--- src/rtl/pipe_ctrl_pkg.sv ---
// -----------------------------------------------------------------------------
// pipe_ctrl_pkg
// Shared definitions for the pipeline control unit: stall-vector encodings,
// memory-stage exception type codes, watchdog counter width and the
// controller FSM state encoding.
// Used by pipe_ctrl and stall_watchdog via import pipe_ctrl_pkg::*.
// -----------------------------------------------------------------------------
package pipe_ctrl_pkg;

   // Stall vector encodings, bit0 = pc ... bit5 = wb, 1 means Stop
   localparam logic [5:0] STALL_NONE     = 6'b000000;
   localparam logic [5:0] STALL_FROM_ID  = 6'b000111;
   localparam logic [5:0] STALL_FROM_EX  = 6'b001111;
   localparam logic [5:0] STALL_FROM_MEM = 6'b011111;

   // Exception type codes delivered by the memory stage
   localparam logic [31:0] EXC_NONE    = 32'h0000_0000;
   localparam logic [31:0] EXC_INT     = 32'h0000_0001;
   localparam logic [31:0] EXC_SYSCALL = 32'h0000_0008;
   localparam logic [31:0] EXC_INVALID = 32'h0000_000a;
   localparam logic [31:0] EXC_OV      = 32'h0000_000c;
   localparam logic [31:0] EXC_TRAP    = 32'h0000_000d;
   localparam logic [31:0] EXC_ERET    = 32'h0000_000e;

   // Width of the stall watchdog counter
   localparam int WDOG_W = 16;

   // Controller states: normal operation, and the single cycle after a flush
   typedef enum logic {
      ST_RUN      = 1'b0,
      ST_REDIRECT = 1'b1
   } ctrl_state_e;

endpackage

--- src/rtl/pipe_ctrl_stall_watchdog.sv ---
// -----------------------------------------------------------------------------
// stall_watchdog
// Counts consecutive stalled cycles and raises a sticky flag once the count
// reaches STALL_TIMEOUT, catching requesters that never release a stall.
// Ports:
//   clk           in  1  clock, rising edge
//   rst           in  1  synchronous active-low reset
//   stall_active  in  1  stall vector is non-zero this cycle
//   flush         in  1  pipeline flush this cycle (clears the count)
//   stall_timeout out 1  sticky timeout flag, forced low while rst=0
// -----------------------------------------------------------------------------
module stall_watchdog
   import pipe_ctrl_pkg::*;
#(
   parameter int STALL_TIMEOUT = 64
) (
   input  logic clk,
   input  logic rst,
   input  logic stall_active,
   input  logic flush,
   output logic stall_timeout
);

   localparam logic [WDOG_W-1:0] LIMIT    = WDOG_W'(STALL_TIMEOUT);
   localparam logic [WDOG_W-1:0] CNT_MAX  = {WDOG_W{1'b1}};

   logic [WDOG_W-1:0] count;
   logic [WDOG_W-1:0] count_inc;
   logic              timeout_flag;

   // Saturating increment so a very long stall never wraps back below LIMIT
   always_comb begin
      count_inc = count;
      if (count != CNT_MAX) begin
         count_inc = count + 1'b1;
      end
   end

   // The flag is set on the edge where the incremented count reaches LIMIT,
   // so it is visible right after the STALL_TIMEOUT-th stalled edge
   always_ff @(posedge clk) begin
      if (!rst) begin
         count        <= '0;
         timeout_flag <= 1'b0;
      end else if (stall_active && !flush) begin
         count <= count_inc;
         if (count_inc >= LIMIT) begin
            timeout_flag <= 1'b1;
         end
      end else begin
         count <= '0;
      end
   end

   assign stall_timeout = rst & timeout_flag;

endmodule

--- src/rtl/pipe_ctrl.sv ---
// -----------------------------------------------------------------------------
// pipe_ctrl
// Pipeline control unit for the five-stage core. Merges per-stage stall
// requests into the 6-bit stall vector and turns memory-stage exceptions into
// a one-cycle flush with a redirect PC. A RUN/REDIRECT FSM drops the exception
// candidate in the cycle after a flush (mem holds a bubble then).
// Optional feature macro: PIPE_CTRL_PERF_EN adds perf_stall_cycles and
// perf_flush_count outputs.
// Ports:
//   clk, rst (sync active-low)
//   stallreq_from_if/id/ex/mem   stage stall requests
//   excepttype_i [31:0]          mem-stage exception type, 0 = none
//   cp0_epc_i    [31:0]          forwarded EPC, target for eret
//   stall        [5:0]           per-stage stop vector
//   flush                        squash all pipeline registers
//   new_pc       [31:0]          redirect target, valid while flush=1
//   stall_timeout                sticky watchdog flag
//   perf_stall_cycles [31:0]     (PIPE_CTRL_PERF_EN) cycles with stall[0]=1
//   perf_flush_count  [15:0]     (PIPE_CTRL_PERF_EN) number of flushes
// -----------------------------------------------------------------------------
module pipe_ctrl
   import pipe_ctrl_pkg::*;
#(
   parameter logic [31:0] HANDLER_ADDR  = 32'h0000_0020,
   parameter int          STALL_TIMEOUT = 64
) (
   input  logic        clk,
   input  logic        rst,
   input  logic        stallreq_from_if,
   input  logic        stallreq_from_id,
   input  logic        stallreq_from_ex,
   input  logic        stallreq_from_mem,
   input  logic [31:0] excepttype_i,
   input  logic [31:0] cp0_epc_i,
   output logic [5:0]  stall,
   output logic        flush,
   output logic [31:0] new_pc,
`ifdef PIPE_CTRL_PERF_EN
   output logic [31:0] perf_stall_cycles,
   output logic [15:0] perf_flush_count,
`endif
   output logic        stall_timeout
);

   ctrl_state_e state;
   ctrl_state_e state_next;
   logic        flush_raw;
   logic [5:0]  stall_raw;
   logic [31:0] target;
   logic [31:0] new_pc_q;

   // State register
   always_ff @(posedge clk) begin
      if (!rst) begin
         state <= ST_RUN;
      end else begin
         state <= state_next;
      end
   end

   // Next state and outputs. Flush overrides every stall request; while rst
   // is low all outputs are forced to their reset values.
   always_comb begin
      state_next = state;
      flush_raw  = 1'b0;
      stall_raw  = STALL_NONE;
      target     = HANDLER_ADDR;

      if (excepttype_i == EXC_ERET) begin
         target = cp0_epc_i;
      end

      case (state)
         ST_RUN: begin
            if (excepttype_i != EXC_NONE) begin
               flush_raw  = 1'b1;
               state_next = ST_REDIRECT;
            end
         end
         ST_REDIRECT: begin
            state_next = ST_RUN;
         end
         default: begin
            state_next = ST_RUN;
         end
      endcase

      if (!flush_raw) begin
         if (stallreq_from_mem) begin
            stall_raw = STALL_FROM_MEM;
         end else if (stallreq_from_ex) begin
            stall_raw = STALL_FROM_EX;
         end else if (stallreq_from_id || stallreq_from_if) begin
            stall_raw = STALL_FROM_ID;
         end
      end

      stall  = rst ? stall_raw : STALL_NONE;
      flush  = rst & flush_raw;
      new_pc = 32'h0;
      if (rst) begin
         new_pc = flush_raw ? target : new_pc_q;
      end
   end

   // Captured redirect target, held through REDIRECT and afterwards
   always_ff @(posedge clk) begin
      if (!rst) begin
         new_pc_q <= 32'h0;
      end else if (flush_raw) begin
         new_pc_q <= target;
      end
   end

   stall_watchdog #(
      .STALL_TIMEOUT (STALL_TIMEOUT)
   ) u_watchdog (
      .clk           (clk),
      .rst           (rst),
      .stall_active  (stall_raw != STALL_NONE),
      .flush         (flush_raw),
      .stall_timeout (stall_timeout)
   );

`ifdef PIPE_CTRL_PERF_EN
   logic [31:0] stall_cycles_q;
   logic [15:0] flush_count_q;

   // Free-running event counters, wrapping naturally
   always_ff @(posedge clk) begin
      if (!rst) begin
         stall_cycles_q <= 32'h0;
         flush_count_q  <= 16'h0;
      end else begin
         if (stall_raw[0]) begin
            stall_cycles_q <= stall_cycles_q + 32'd1;
         end
         if (flush_raw) begin
            flush_count_q <= flush_count_q + 16'd1;
         end
      end
   end

   assign perf_stall_cycles = rst ? stall_cycles_q : 32'h0;
   assign perf_flush_count  = rst ? flush_count_q  : 16'h0;
`endif

endmodule

--- config.mk ---
export PLATFORM = sky130hd
export DESIGN_NAME = pipe_ctrl
export DESIGN_NICKNAME = d
export VERILOG_FILES = /design/src/rtl/pipe_ctrl_pkg.sv /design/src/rtl/pipe_ctrl_stall_watchdog.sv /design/src/rtl/pipe_ctrl.sv
export SDC_FILE = /design/constraint.sdc
export NUM_CORES = 1
export LEC_CHECK = 0
export ABC_CLOCK_PERIOD_IN_PS = 2800
export CORE_MARGIN = 3
export CORE_UTILIZATION = 30
export DETAILED_ROUTE_END_ITERATION = 10
export PLACE_DENSITY = 0.66
export SKIP_LAST_GASP = 1
export SYNTH_ARGS = -nofsm -noshare
export SYNTH_HDL_FRONTEND = slang
export SYNTH_SLANG_ARGS = --single-unit
export TNS_END_PERCENT = 100
--- constraint.sdc ---
create_clock -name clk -period 2.8 [get_ports clk]
set_clock_uncertainty 0.1 [all_clocks]
set_input_delay 0.7 -clock clk [delete_from_list [all_inputs] [get_ports clk]]
set_output_delay 0.7 -clock clk [all_outputs]
set_load 0.01 [all_outputs]
==> flow_metrics.tcl <==
set metrics [dict create \
    grt-busiest-layer "met2" \
    grtUsageMet2_pct 30.9 \
    cts_max_level 2 \
    hpwlAfterDp_mm 4.57 \
    grt_pass1_vias 2235 \
    syn-cell-area_sq_um 2150 \
    antenna_left 0 \
    totalPowerFinal_mw 1.34 \
    p_int_mw 1.01 \
    ys_seq_area_share_pct 46.6 \
    cts_buffer_depth 2 \
    p_clk_share_pct 33.2 \
    core-area_sq_um 6870 \
    slew_violations 0 \
    synth_top_area_share_pct 46.6 \
    cts_tree "yes" \
    critical_path.max_stage_delay_ps 420 \
    num_antenna_cells 0 \
    cp_max_fo 8 \
    drc 0 \
    r2r-end "u_watchdog.count[9]" \
    hold_depth 1 \
    vias_per_cell 4.80 \
    worst_setup_path_start_kind "input pin" \
    relSlewSlack_pct 58.5 \
    yosys_register_bits 50 \
    max_freq_mhz 312 \
    hold_start "state" \
    violations "setup timing" \
    die-area_sq_um 8210 \
    outcome "finished, violations left" \
    synth_edf_count 0 \
    drive_above_1_share_pct 39.1 \
    clock-sinks 50 \
    drt-initial-drc-count 109 \
    comb_power_share_pct 13.1 \
    routed_wl_mm 7.60 \
    ios 110 \
    fin_nets 446 \
    fillers 607 \
    grt.overflow.total 0 \
    rows 30 \
    place_area_sq_um 3390 \
    synth_ff_type "dfxtp_1" \
    drv_cap 0 \
    synthesis.nets 285 \
    critPathCaptureType "output port" \
    detail_route.wl_per_cell_microns 16.1 \
    grt.total_usage_pct 17.6 \
    vias 2265 \
    syn_to_final_growth_pct 79.9 \
    hold_viol_final 0 \
    first_pass_iters 4 \
    gp_congestion 0.821 \
    async_flop_share_pct 0 \
    worst_r2r_path_depth 6 \
    p_seq_share_pct 53.6 \
    numPortBuffers 108 \
    fp.dieW_microns 90.6 \
    initial_core_util_pct 31.3 \
    hold_buffers 0 \
    crit_start "excepttype_i[2]" \
    hp-class "register to register" \
    grt_start_max_net_pins 18 \
    final_area_sq_um 3860 \
    yosys-top-cells-area "dfxtp_1, a22o_1, nor2_1, mux2i_1, xnor2_1" \
    setup_viol 38 \
    antenna_found_initial 0 \
    powerDensity_nw_per_um2 346 \
    synth_top_area_cell "dfxtp_1" \
    rsz0062_at_grt "true" \
    fin_ws_ps -403 \
    clk_latency_ps 310 \
    tightest_slew_ps 618 \
    clk_pin_slew_ps 90 \
    p_sw_share_pct 24.6 \
    crit_required_ps 2000 \
    use_met1_pct 20.8 \
    crit_slowest_cell "or3_4" \
    cts_buffers 5 \
    crit_type "input pin to output port" \
    synth_area_per_cell_sq_um 10.0 \
    grt_use_met3_pct 5.00 \
    reg2reg_from "u_watchdog.count[0]" \
    synth_cells 214 \
    arrival_ps 2400 \
    p_sw_mw 0.329 \
    fin_crit_ps 3200 \
    leakagePower_nw 1.71 \
    path_cells "dlygate4sd2_1 > or3_4 > o31ai_4 > and2_4 > buf_12 > buf_16 > a22o_1 > buf_2" \
    yosysWarnings 0 \
    whs_endpoint "state" \
    vdd_drop_max_v 0.000199 \
    die_y_microns 90.6 \
    ctsRootBufferMaster "clkbuf_8" \
    finalCritPeriodShare_pct 114 \
    post-route-util_pct 56.3 \
    r2r_slack_ps 720 \
    synth_cell_type_count 42 \
    grt_pass1_wl_mm 11.7 \
]
through the flow:
| stage | setup WS (ps) | hold WS (ps) | instances | setup TNS (ps) |
|---|---|---|---|---|
| after floorplan | 2.16 | 322 | 214 | 0 |
| after global placement | -1150 | 332 | 418 | -41300 |
| after detailed placement | -1130 | 346 | 418 | -40710 |
| after CTS | -375 | 382 | 459 | -12300 |
| after global routing | -486 | 404 | 472 | -15720 |
| final | -403 | 380 | 472 | -12260 |
repair_timing:
| action | CTS | global route |
|---|---|---|
| pin swaps | 31 | 23 |
| cloned | 4 | 2 |
| setup buffers | 31 | 14 |
| endpoints found under the setup margin | 39 | 38 |
| resized for setup | 257 | 30 |
placed cells by master, fill, tap and decap left out, drive strengths merged, types with 2 or more instances in the layout:
cell type	instances
nor3	12
nor3b	3
clkdlybuf4s50	37
clkbuf	11
a21oi	2
nand2	7
nor2	23
and2	2
buf	109
clkinvlp	2
nand4	8
nand2b	3
xnor2	6
dfxtp	50
nor4b	2
a22o	33
xor2	4
mux2i	6
and3	6
nand3	5
nor4	8
or3	2
inv	5
dlygate4sd2	8
clkdlybuf4s15	7
registers in the layout, indices dropped and copies added, names as in the netlist:
signal                   count
state                        1
u_watchdog.timeout_flag      1
new_pc_q                    32
u_watchdog.count            16
critical path, delay by kind of cell:
kind,cells,cell delay (ps)
AO/OA/AOI/OAI,2,420
buffers and inverters,4,630
AND/OR/NAND/NOR,2,640
synthesized netlist by cell type, types with 3 or more instances:
| library cell | n |
|---|---|
| dfxtp_1 | 50 |
| a22o_1 | 33 |
| nor2_1 | 23 |
| nor3_1 | 10 |
| nand2_1 | 7 |
| nor4_1 | 7 |
| and3_1 | 6 |
| mux2i_1 | 6 |
| nand4_1 | 6 |
| xnor2_1 | 6 |
| buf_2 | 5 |
| nand3_1 | 5 |
| buf_4 | 4 |
| inv_1 | 4 |
| xor2_1 | 4 |
| buf_6 | 3 |
| nand2b_1 | 3 |
| nor3b_1 | 3 |
power groups by stage:
stage	clock (mW)	sequential (mW)	combinational [mW]
4_1_cts	0.457	0.717	0.172
2_1_floorplan	0	0.732	0.0357
3_5_place_dp	0	0.733	0.154
5_1_grt	0.488	0.717	0.186
6_report	0.444	0.717	0.175
3_3_place_gp	0	0.733	0.153
worst max-delay path by stage:
stage	end	slack, ps	cells after the start
2_1_floorplan	new_pc[22]	2	7
3_3_place_gp	new_pc[23]	-1150	8
3_5_place_dp	new_pc[5]	-1130	8
4_1_cts	new_pc[23]	-370	10
5_1_grt	new_pc[23]	-490	10
6_report	new_pc[25]	-400	8
final cells by class:
| type | instances | area [sq um] | share of cell area (%) |
|---|---|---|---|
| Clock buffer | 5 | 68.8 | 1.78 |
| Clock inverter | 3 | 23.8 | 0.615 |
| Inverter | 4 | 17.5 | 0.453 |
| Multi-Input combinational cell | 147 | 1170 | 30.2 |
| Sequential cell | 50 | 1000 | 25.9 |
| Tap cell | 96 | 120 | 3.11 |
| Timing Repair Buffer | 167 | 1470 | 37.9 |
logic make-up (layout without fill, tap and decap cells):
kind of cell / count (synthesis) / count (layout) / share of synthesized area (%)
compound gates: 45 / 45 / 17.9
xor+xnor: 10 / 10 / 4.08
fa+ha+maj: 1 / 1 / 0.582
buf+inv: 17 / 179 / 5.07
flops: 50 / 50 / 46.6
mux: 6 / 6 / 2.80
other cells: 1 / 1 / 0.175
simple gates: 84 / 84 / 22.8
layer usage:
metal | routed length (microns) | up-vias
met5 | 0 | -
met4 | 150 | 0
met3 | 448 | 13
met2 | 3880 | 73
met1 | 3130 | 1065
li1 | - | 1114
Power figures use the tool's default switching activity.
